## config.mk

```make
export PLATFORM = sky130hd
export DESIGN_NAME = mem_arbiter
export DESIGN_NICKNAME = d
export VERILOG_FILES = /design/src/rtl/mem_arbiter.sv
export SDC_FILE = /design/constraint.sdc
export NUM_CORES = 1
export LEC_CHECK = 0
export ABC_CLOCK_PERIOD_IN_PS = 2490
export CAP_MARGIN = 20
export CORE_AREA = 4 4 281 283
export CTS_BUF_LIST = sky130_fd_sc_hd__clkbuf_2
export CTS_CLUSTER_SIZE = 14
export DETAILED_ROUTE_END_ITERATION = 8
export DIE_AREA = 0 0 285 287
export PLACE_DENSITY = 0.32
export REMOVE_ABC_BUFFERS = 1
export SYNTH_ARGS = -nofsm -noshare
export SYNTH_HDL_FRONTEND = slang
export SYNTH_SLANG_ARGS = --single-unit
export TNS_END_PERCENT = 20
```

## constraint.sdc

```tcl
create_clock -name clk -period 2.49 [get_ports clk]
set_input_delay 0.6225 -clock clk [delete_from_list [all_inputs] [get_ports clk]]
set_output_delay 0.6225 -clock clk [all_outputs]
set_load 0.05 [all_outputs]
```

## src/rtl/mem_arbiter.sv

```systemverilog
// mem_arbiter
// ---------------------------------------------------------------------------
// Shares the single physical-memory port between the LC-3b instruction cache
// (read-only) and data cache (read/write). One transaction is in flight at a
// time; when both caches contend, the side that was not served last wins.
// Each side also has a completed-transaction counter for the performance TRAP.
//
// Ports:
//   clk, reset          system clock, synchronous active-high reset
//   i_read, i_address   I-cache line read request (level) and address
//   i_rdata, i_resp     line data and completion pulse back to the I-cache
//   d_read, d_write     D-cache line read / write-back requests (level)
//   d_address, d_wdata  D-cache line address and write-back data
//   d_rdata, d_resp     line data and completion pulse back to the D-cache
//   pmem_*              memory/L2 side: read/write strobes, address, data,
//                       read data and completion
//   reset_counters      clears both transaction counters
//   i_count, d_count    completed I-side / D-side transactions (wrapping)
// ---------------------------------------------------------------------------
module mem_arbiter #(
    parameter int ADDR_W = 16,
    parameter int LINE_W = 128,
    parameter int CNT_W  = 16
) (
    input  logic              clk,
    input  logic              reset,
    input  logic              i_read,
    input  logic [ADDR_W-1:0] i_address,
    output logic [LINE_W-1:0] i_rdata,
    output logic              i_resp,
    input  logic              d_read,
    input  logic              d_write,
    input  logic [ADDR_W-1:0] d_address,
    input  logic [LINE_W-1:0] d_wdata,
    output logic [LINE_W-1:0] d_rdata,
    output logic              d_resp,
    output logic              pmem_read,
    output logic              pmem_write,
    output logic [ADDR_W-1:0] pmem_address,
    output logic [LINE_W-1:0] pmem_wdata,
    input  logic [LINE_W-1:0] pmem_rdata,
    input  logic              pmem_resp,
    input  logic              reset_counters,
    output logic [CNT_W-1:0]  i_count,
    output logic [CNT_W-1:0]  d_count
);

    typedef enum logic [1:0] {
        IDLE    = 2'd0,
        SERVE_I = 2'd1,
        SERVE_D = 2'd2
    } state_t;

    typedef enum logic {
        GRANT_I = 1'b0,
        GRANT_D = 1'b1
    } grant_t;

    state_t state;
    state_t next_state;
    grant_t last_grant;

    logic i_pending;
    logic d_pending;
    logic i_done;
    logic d_done;

    assign i_pending = i_read;
    assign d_pending = d_read | d_write;

    // A transaction only completes while it is actually being served, so a
    // stray pmem_resp in IDLE can never move the FSM or a counter.
    assign i_done = (state == SERVE_I) && pmem_resp;
    assign d_done = (state == SERVE_D) && pmem_resp;

    // Read data is broadcast to both caches; each qualifies it with its resp.
    assign i_rdata = pmem_rdata;
    assign d_rdata = pmem_rdata;

    // State register and round-robin history. last_grant resets to D so the
    // I-cache wins the very first contention.
    always_ff @(posedge clk) begin
        if (reset) begin
            state      <= IDLE;
            last_grant <= GRANT_D;
        end else begin
            state <= next_state;
            if (i_done) begin
                last_grant <= GRANT_I;
            end else if (d_done) begin
                last_grant <= GRANT_D;
            end
        end
    end

    // Next-state and output decode. The grant is only decided in IDLE, which
    // also guarantees one dead cycle between consecutive transactions. In
    // SERVE_D a write-back takes precedence over a read so the two memory
    // strobes are never high together.
    always_comb begin
        next_state   = state;
        pmem_read    = 1'b0;
        pmem_write   = 1'b0;
        pmem_address = '0;
        pmem_wdata   = '0;
        i_resp       = 1'b0;
        d_resp       = 1'b0;

        case (state)
            IDLE: begin
                if (i_pending && d_pending) begin
                    next_state = (last_grant == GRANT_D) ? SERVE_I : SERVE_D;
                end else if (i_pending) begin
                    next_state = SERVE_I;
                end else if (d_pending) begin
                    next_state = SERVE_D;
                end
            end
            SERVE_I: begin
                pmem_read    = 1'b1;
                pmem_address = i_address;
                i_resp       = pmem_resp;
                if (pmem_resp) begin
                    next_state = IDLE;
                end
            end
            SERVE_D: begin
                pmem_address = d_address;
                pmem_wdata   = d_wdata;
                if (d_write) begin
                    pmem_write = 1'b1;
                end else begin
                    pmem_read = 1'b1;
                end
                d_resp = pmem_resp;
                if (pmem_resp) begin
                    next_state = IDLE;
                end
            end
            default: begin
                next_state = IDLE;
            end
        endcase
    end

    // Per-side completion counters. Both reset and reset_counters override a
    // same-edge increment; the counters wrap naturally at 2^CNT_W.
    always_ff @(posedge clk) begin
        if (reset || reset_counters) begin
            i_count <= '0;
            d_count <= '0;
        end else begin
            if (i_done) begin
                i_count <= i_count + CNT_W'(1);
            end
            if (d_done) begin
                d_count <= d_count + CNT_W'(1);
            end
        end
    end

endmodule

```

==> flow_summary_export.csv, run 1 <==
group,metric,value,unit
yosys,yosysWarnings,0,
worst_setup_path,cp_slowest_stage_delay,390,ps
cts,h-tree-depth,2,
yosys,synth-edff-count,0,
worst_setup_path,cp_common_cell,"buf_12",
route,wl,99.9,mm
global_route,grt_max_degree,64,
yosys,ys_types,39,
placed_design,numPortBuffers,346,
finish,final_util,12.5,%
yosys,synth_compound_area_share,4.99,%
global_route,antenna_found_initial,43,
route,vias,5411,
min_path,hold_class,"reg -> reg",
cts,cts_buffers,5,
floorplanning,core_area,76700,um^2
yosys,synth_area,4690,um^2
placed_design,dpl_worst_slack,118,ps
floorplanning,io_pins,731,
yosys,syn_avg_cell_area,7.52,um^2
yosys,yosysMostFrequentCell,"buf_4",
worst_setup_path,crit_chain,"inv_4 > ha_4 > buf_12 > buf_16 > a22oi_2 > nor2b_1 > buf_4 > buf_12",
sta,fin_ws,0.340,ps
sta,holdWs,539,ps
finish,synthToLayoutAreaGrowth,104,%
finish,nNetsFinal,1017,
sta,drv_slew,0,
finish,layout-drive-gt1-share,38.7,%
global_route,grt_usage,23.2,%
global_route,grt_pass1_wl,113,mm
worst_setup_path,ff2ff_setup_slack,370,ps
status,status,"finished, final reports clean",
yosys,synth_xor_area_share,4.48,%
flow_run,max_cap_viol_count,0,
cts,cts_root_buffer,"clkbuf_2",
cts,ctsLongestPathBuffers,2,
sta,clock.fmax,402,MHz
global_route,grt-busiest-layer,"met2",
yosys,ys_seq_area_share,14.9,%
route,drt_iter0_drc,289,
cts,path_clk_slew,190,ps
cts,insertion_delay,390,ps
worst_setup_path,start_kind,"flop",
yosys,ys_async_sr_fraction,0,%
global_route,overflow,0,
cts,clock-sinks,35,
sta,final.min_clock_period,2490,ps
route,first_pass_iters,6,
yosys,synth_top_cell_by_area,"buf_4",
yosys,synth_top_family_by_area,"buffers and inverters",
yosys,synth_top_cell_area_share,40.9,%
placed_design,place.gp.congestion,0.877,
sta,fin_crit_sh,100,%
power_and_ir_drop,irDropWorstVdd,0.000150,V
floorplanning,start_util,6.12,%
yosys,synth_cells,624,
yosys,muxShareOfSynthArea,0.640,%
global_route,grt.met3_usage,25.7,%
global_route,use_met1,19.7,%
sta,worst_pin_slew,535,ps
yosys,synth_area_leaders,"buf_4 41%, and2_1 17%, dfxtp_1 15%",
floorplanning,die_w,285,um
yosys,synthAdderAreaFrac,1.33,%
worst_setup_path,worstPathRequired,1870,ps
placed_design,dpl.hpwl,90.0,mm
power_and_ir_drop,p_leak,3.31,nW
worst_setup_path,crit_type,"reg -> out",
power_and_ir_drop,power.density,371,nW/um^2
floorplanning,die_h,287,um
sta,rsz0062_at_grt,"true",
sta,slew_headroom,64.2,%
route,ant_nets,0,
route,wl_per_cell,56.5,um
cts,cts_tree,"done",
yosys,synth_common_cells,"256 x buf_4, 131 x and2_1, 35 x dfxtp_1",
sta,fin_worst_skew,13.5,ps
yosys,synth_seq_cells,35,
global_route,grt_pass1_vias,5169,
floorplanning,rows,102,
route,via_per_inst,3.06,
yosys,synthSimpleGateAreaFrac,29.6,%
global_route,met2_usage,37.4,%
sta,finalHoldViolations,0,
worst_setup_path,critPathSlowestCell,"dfxtp_2",
route,drc,0,
sta,setup_tns,0,ps
worst_setup_path,path_max_fanout,8,
worst_setup_path,endpoint_kind,"output pin",
sta,finalSetupViolations,0,
floorplanning,fp.dieArea,81800,um^2
yosys,ys.flop_type,"dfxtp_1",
power_and_ir_drop,total_power,0.00354,W
worst_setup_path,arrival,1870,ps
-- layout make-up --
class	count	area, um^2
clock buffer	7	35.0
inverter	9	36.3
antenna	10	25.0
clock inverter	1	5.00
fill	8750	67100
tap	1040	1300
sequential	35	703
multi-input combinational	298	2140
timing repair buffer	368	5320
-- cell usage in the layout, fill, tap and decap left out, drive strengths merged --
master         instances
nand3                  8
and3                   2
nor4                   2
nand2b                 1
nor3                   3
nor4b                  1
clkdlybuf4s50        190
a21boi                 1
nor2b                 18
or3                    4
clkbuf                11
nand4                 14
and2                 132
nand3b                 1
or2                    1
dfxtp                 35
buf                  174
o21ai                  3
and4                   5
xor2                  15
a31o                   3
clkinv                 1
xnor2                  9
o21bai                 1
ha                     5
inv                    9
mux2i                  3
o21a                   1
a21oi                  8
nor3b                  1
diode                 10
a22oi                 16
nand2                 12
nor2                  27
a21bo                  1
-- timing repair --
action,CTS,global route
pin swaps,1,3
resized for setup,22,86
endpoints found under the setup margin,48,61
hold buffers,0,0
cloned,1,5
setup buffers,0,5
-- where the power goes --
group          internal, W  leakage [nW]  switching, W
Sequential        0.000569         0.283    0.00000670
Combinational      0.00124          2.99       0.00144
Clock            0.0000767        0.0330      0.000205
-- final timing paths --
check | endpoint | cells after the start | from
hold / removal | i_count[1]$_SDFFE_PP0P_ | 2 | i_count[1]$_SDFFE_PP0P_
setup reg to reg | d_count[11]$_SDFFE_PP0P_ | 10 | state[0]$_SDFFE_PP0P_
hold reg to reg | i_count[1]$_SDFFE_PP0P_ | 2 | i_count[1]$_SDFFE_PP0P_
setup / recovery | pmem_address[9] | 8 | state[0]$_SDFFE_PP0P_
-- per-stage QoR --
stage	instance area, um^2	cells
after floorplan	2660	342
after global placement	9050	1739
after detailed placement	9050	1739
after CTS	9160	1748
after global routing	9550	1762
final	9570	1768
-- layer usage --
layer | vias up | wire, um
li1 | 1922 | -
met1 | 2458 | 29600
met2 | 926 | 45000
met3 | 71 | 23000
met4 | 34 | 993
met5 | - | 1280
-- flip-flops by register name, summed over array words and instances (netlist names) --
register and count:
i_count 16, d_count 16, last_grant 1, state 2
-- critical path: cells and delay by family, from the launching register on --
kind,cells,cell delay (ps)
buffers and inverters,5,660
DFF,1,390
AOI/OAI and AO/OA,1,180
adders and majority gates,1,160
and+or+nand+nor,1,70
-- cell families after synthesis --
family | count (synthesis)
buffers and inverters | 291
and+or+nand+nor | 232
DFF | 35
AOI/OAI and AO/OA | 34
xor gates and xnor gates | 24
adders and majority gates | 5
muxes | 3
No activity file was read; power rests on OpenSTA's default activity.
==> inputs of run 2 (changes only) <==
--- a/config.mk
+++ b/config.mk
@@ -12,9 +12,11 @@
 export CTS_CLUSTER_SIZE = 14
 export DETAILED_ROUTE_END_ITERATION = 8
 export DIE_AREA = 0 0 285 287
+export HOLD_SLACK_MARGIN = 0.08
 export PLACE_DENSITY = 0.32
 export REMOVE_ABC_BUFFERS = 1
+export SKIP_CTS_REPAIR_TIMING = 1
 export SYNTH_ARGS = -nofsm -noshare
 export SYNTH_HDL_FRONTEND = slang
 export SYNTH_SLANG_ARGS = --single-unit
-export TNS_END_PERCENT = 20
+export TNS_END_PERCENT = 10
==> run 2 against run 1 <==
Power grew 2.6%. Clock-buffer cell count is the same. Hold slack is essentially flat. Register-to-register slack gained 60 ps. Global-route usage is essentially flat. First-iteration DRC count grew 6.9%. Critical path depth is the same. Critical endpoint is now pmem_address[12]. Largest cell class unchanged.
==> flow_summary_export.csv, run 2 (synthesis results as in run 1) <==
group,metric,value,unit
sta,holdWs,539,ps
worst_setup_path,endpoint_kind,"output pin",
floorplanning,core_area,76700,um^2
sta,rsz0062_at_grt,"true",
sta,clock.fmax,406,MHz
finish,finalNonFillerCells,1777,
global_route,grt_usage,23.1,%
worst_setup_path,endpoint,"pmem_address[12]",
placed_design,dp_cells,1739,
route,wl,101,mm
route,drt_iter0_drc,309,
sta,finalHoldViolations,0,
sta,final.min_clock_period,2460,ps
route,vias,5493,
finish,layout-drive-gt1-share,41.8,%
cts,clock-sinks,35,
global_route,overflow,0,
finish,final_util,12.7,%
finish,multi_input_area,2210,um^2
worst_setup_path,crit_chain,"inv_4 > ha_4 > buf_12 > buf_12 > clkbuf_16 > a22oi_2 > nor2b_2 > clkbuf_16",
worst_setup_path,critPathSlowestCell,"dfxtp_2",
route,via_per_inst,3.09,
global_route,grt_pass1_wl,113,mm
cts,insertion_delay,390,ps
worst_setup_path,r2r_end,"d_count[11]$_SDFFE_PP0P_",
route,wl_per_cell,56.6,um
cts,cts_buffers,5,
floorplanning,die_w,285,um
global_route,grt_max_degree,65,
worst_setup_path,path_max_fanout,8,
route,met1Wirelength,29.7,mm
min_path,hold_path_startpoint,"i_count[1]$_SDFFE_PP0P_",
min_path,hold_class,"reg -> reg",
sta,fin_worst_skew,11.3,ps
power_and_ir_drop,irDropWorstVdd,0.000149,V
status,status,"finished, final reports clean",
flow_run,max_cap_viol_count,0,
sta,drv_slew,0,
power_and_ir_drop,power.density,372,nW/um^2
worst_setup_path,rr_worst_depth,10,
worst_setup_path,ff2ff_setup_slack,430,ps
sta,worst_pin_slew,535,ps
finish,fillers,8735,
worst_setup_path,r2r-start,"state[0]$_SDFFE_PP0P_",
worst_setup_path,arrival,1840,ps
global_route,grt_pass1_vias,5167,
route,drc,0,
cts,path_clk_slew,190,ps
route,wl_met2,45.0,mm
cts,h-tree-depth,2,
sta,setup_tns,0,ps
floorplanning,fp.dieArea,81800,um^2
sta,fin_crit_sh,98.8,%
floorplanning,die_h,287,um
sta,slew_headroom,64.2,%
power_and_ir_drop,total_power,0.00364,W
placed_design,place.gp.congestion,0.877,
route,ant_nets,0,
route,first_pass_iters,4,
finish,seq_area,706,um^2
worst_setup_path,start_kind,"flop",
finish,final_common_cell,"clkdlybuf4s50_1",
worst_setup_path,critPathTopFamily,"buffers and inverters",
worst_setup_path,crit_type,"reg -> out",
route,highest_layer,"met5",
placed_design,dpl.hpwl,90.0,mm
floorplanning,io_pins,731,
worst_setup_path,cp_slowest_stage_delay,390,ps
worst_setup_path,cp_num_cells,8,
worst_setup_path,crit_buf_inv,5,
finish,synthToLayoutAreaGrowth,108,%
placed_design,numPortBuffers,346,
finish,final_cell_mix,"190 x clkdlybuf4s50_1, 153 x buf_12, 71 x and2_4, 56 x and2_1, 33 x dfxtp_1",
worst_setup_path,worstPathRequired,1870,ps
floorplanning,rows,102,
route,route.met3.wl,23.2,mm
floorplanning,start_util,6.12,%
global_route,antenna_found_initial,41,
sta,finalSetupViolations,0,
finish,nNetsFinal,1024,
cts,cts_root_buffer,"clkbuf_2",
power_and_ir_drop,p_leak,3.39,nW
cts,cts_tree,"done",
finish,reg_top3,"d_count x16, i_count x16, state x2",
worst_setup_path,crit_start,"state[0]$_SDFFE_PP0P_",
cts,ctsLongestPathBuffers,2,
==> run 2: layout make-up <==
class / instances / share of cell area, %
diodes: 12 / 0.307
multi-input cells: 298 / 22.7
well taps: 1040 / 13.3
clock buffers: 7 / 0.359
clock inverters: 1 / 0.0512
repair buffers: 375 / 55.7
inverters: 9 / 0.371
flip-flops and latches: 35 / 7.22
==> run 2: power breakdown <==
part           internal (W)  switching, W
combinational       0.00131       0.00148
clock             0.0000767      0.000202
sequential         0.000569    0.00000683
==> run 2: worst min-delay path by stage <==
stage	to	slack, ps	depth (start not counted)
2_1_floorplan	last_grant$_SDFFE_PP1P_	460	2
3_3_place_gp	d_count[11]$_SDFFE_PP0P_	500	2
3_5_place_dp	d_count[11]$_SDFFE_PP0P_	510	2
4_1_cts	d_count[11]$_SDFFE_PP0P_	550	2
5_1_grt	d_count[11]$_SDFFE_PP0P_	560	2
6_report	i_count[1]$_SDFFE_PP0P_	540	2
==> run 2: worst reg2reg max path: stages, from the launching register on <==
cell	delay, ps
dfxtp_2	370
inv_4	70
ha_4	170
buf_4	120
buf_6	100
buf_8	180
and4_1	320
buf_4	180
nand2_1	60
or3_1	310
a21oi_1	140
==> run 2: layer usage <==
metal	vias to the layer above	global-route usage, %
met2	922	37.2
met4	40	1.90
met1	2516	19.2
met5	-	11.3
met3	79	26.3
li1	1936	-
==> run 2: stage by stage <==
| step | setup WS [ps] | instance area (um^2) |
|---|---|---|
| final | 29.4 | 9770 |
| after detailed placement | 118 | 9050 |
| after global routing | -55.7 | 9750 |
| after global placement | 150 | 9050 |
| after floorplan | -1280 | 2660 |
| after CTS | -153 | 9090 |
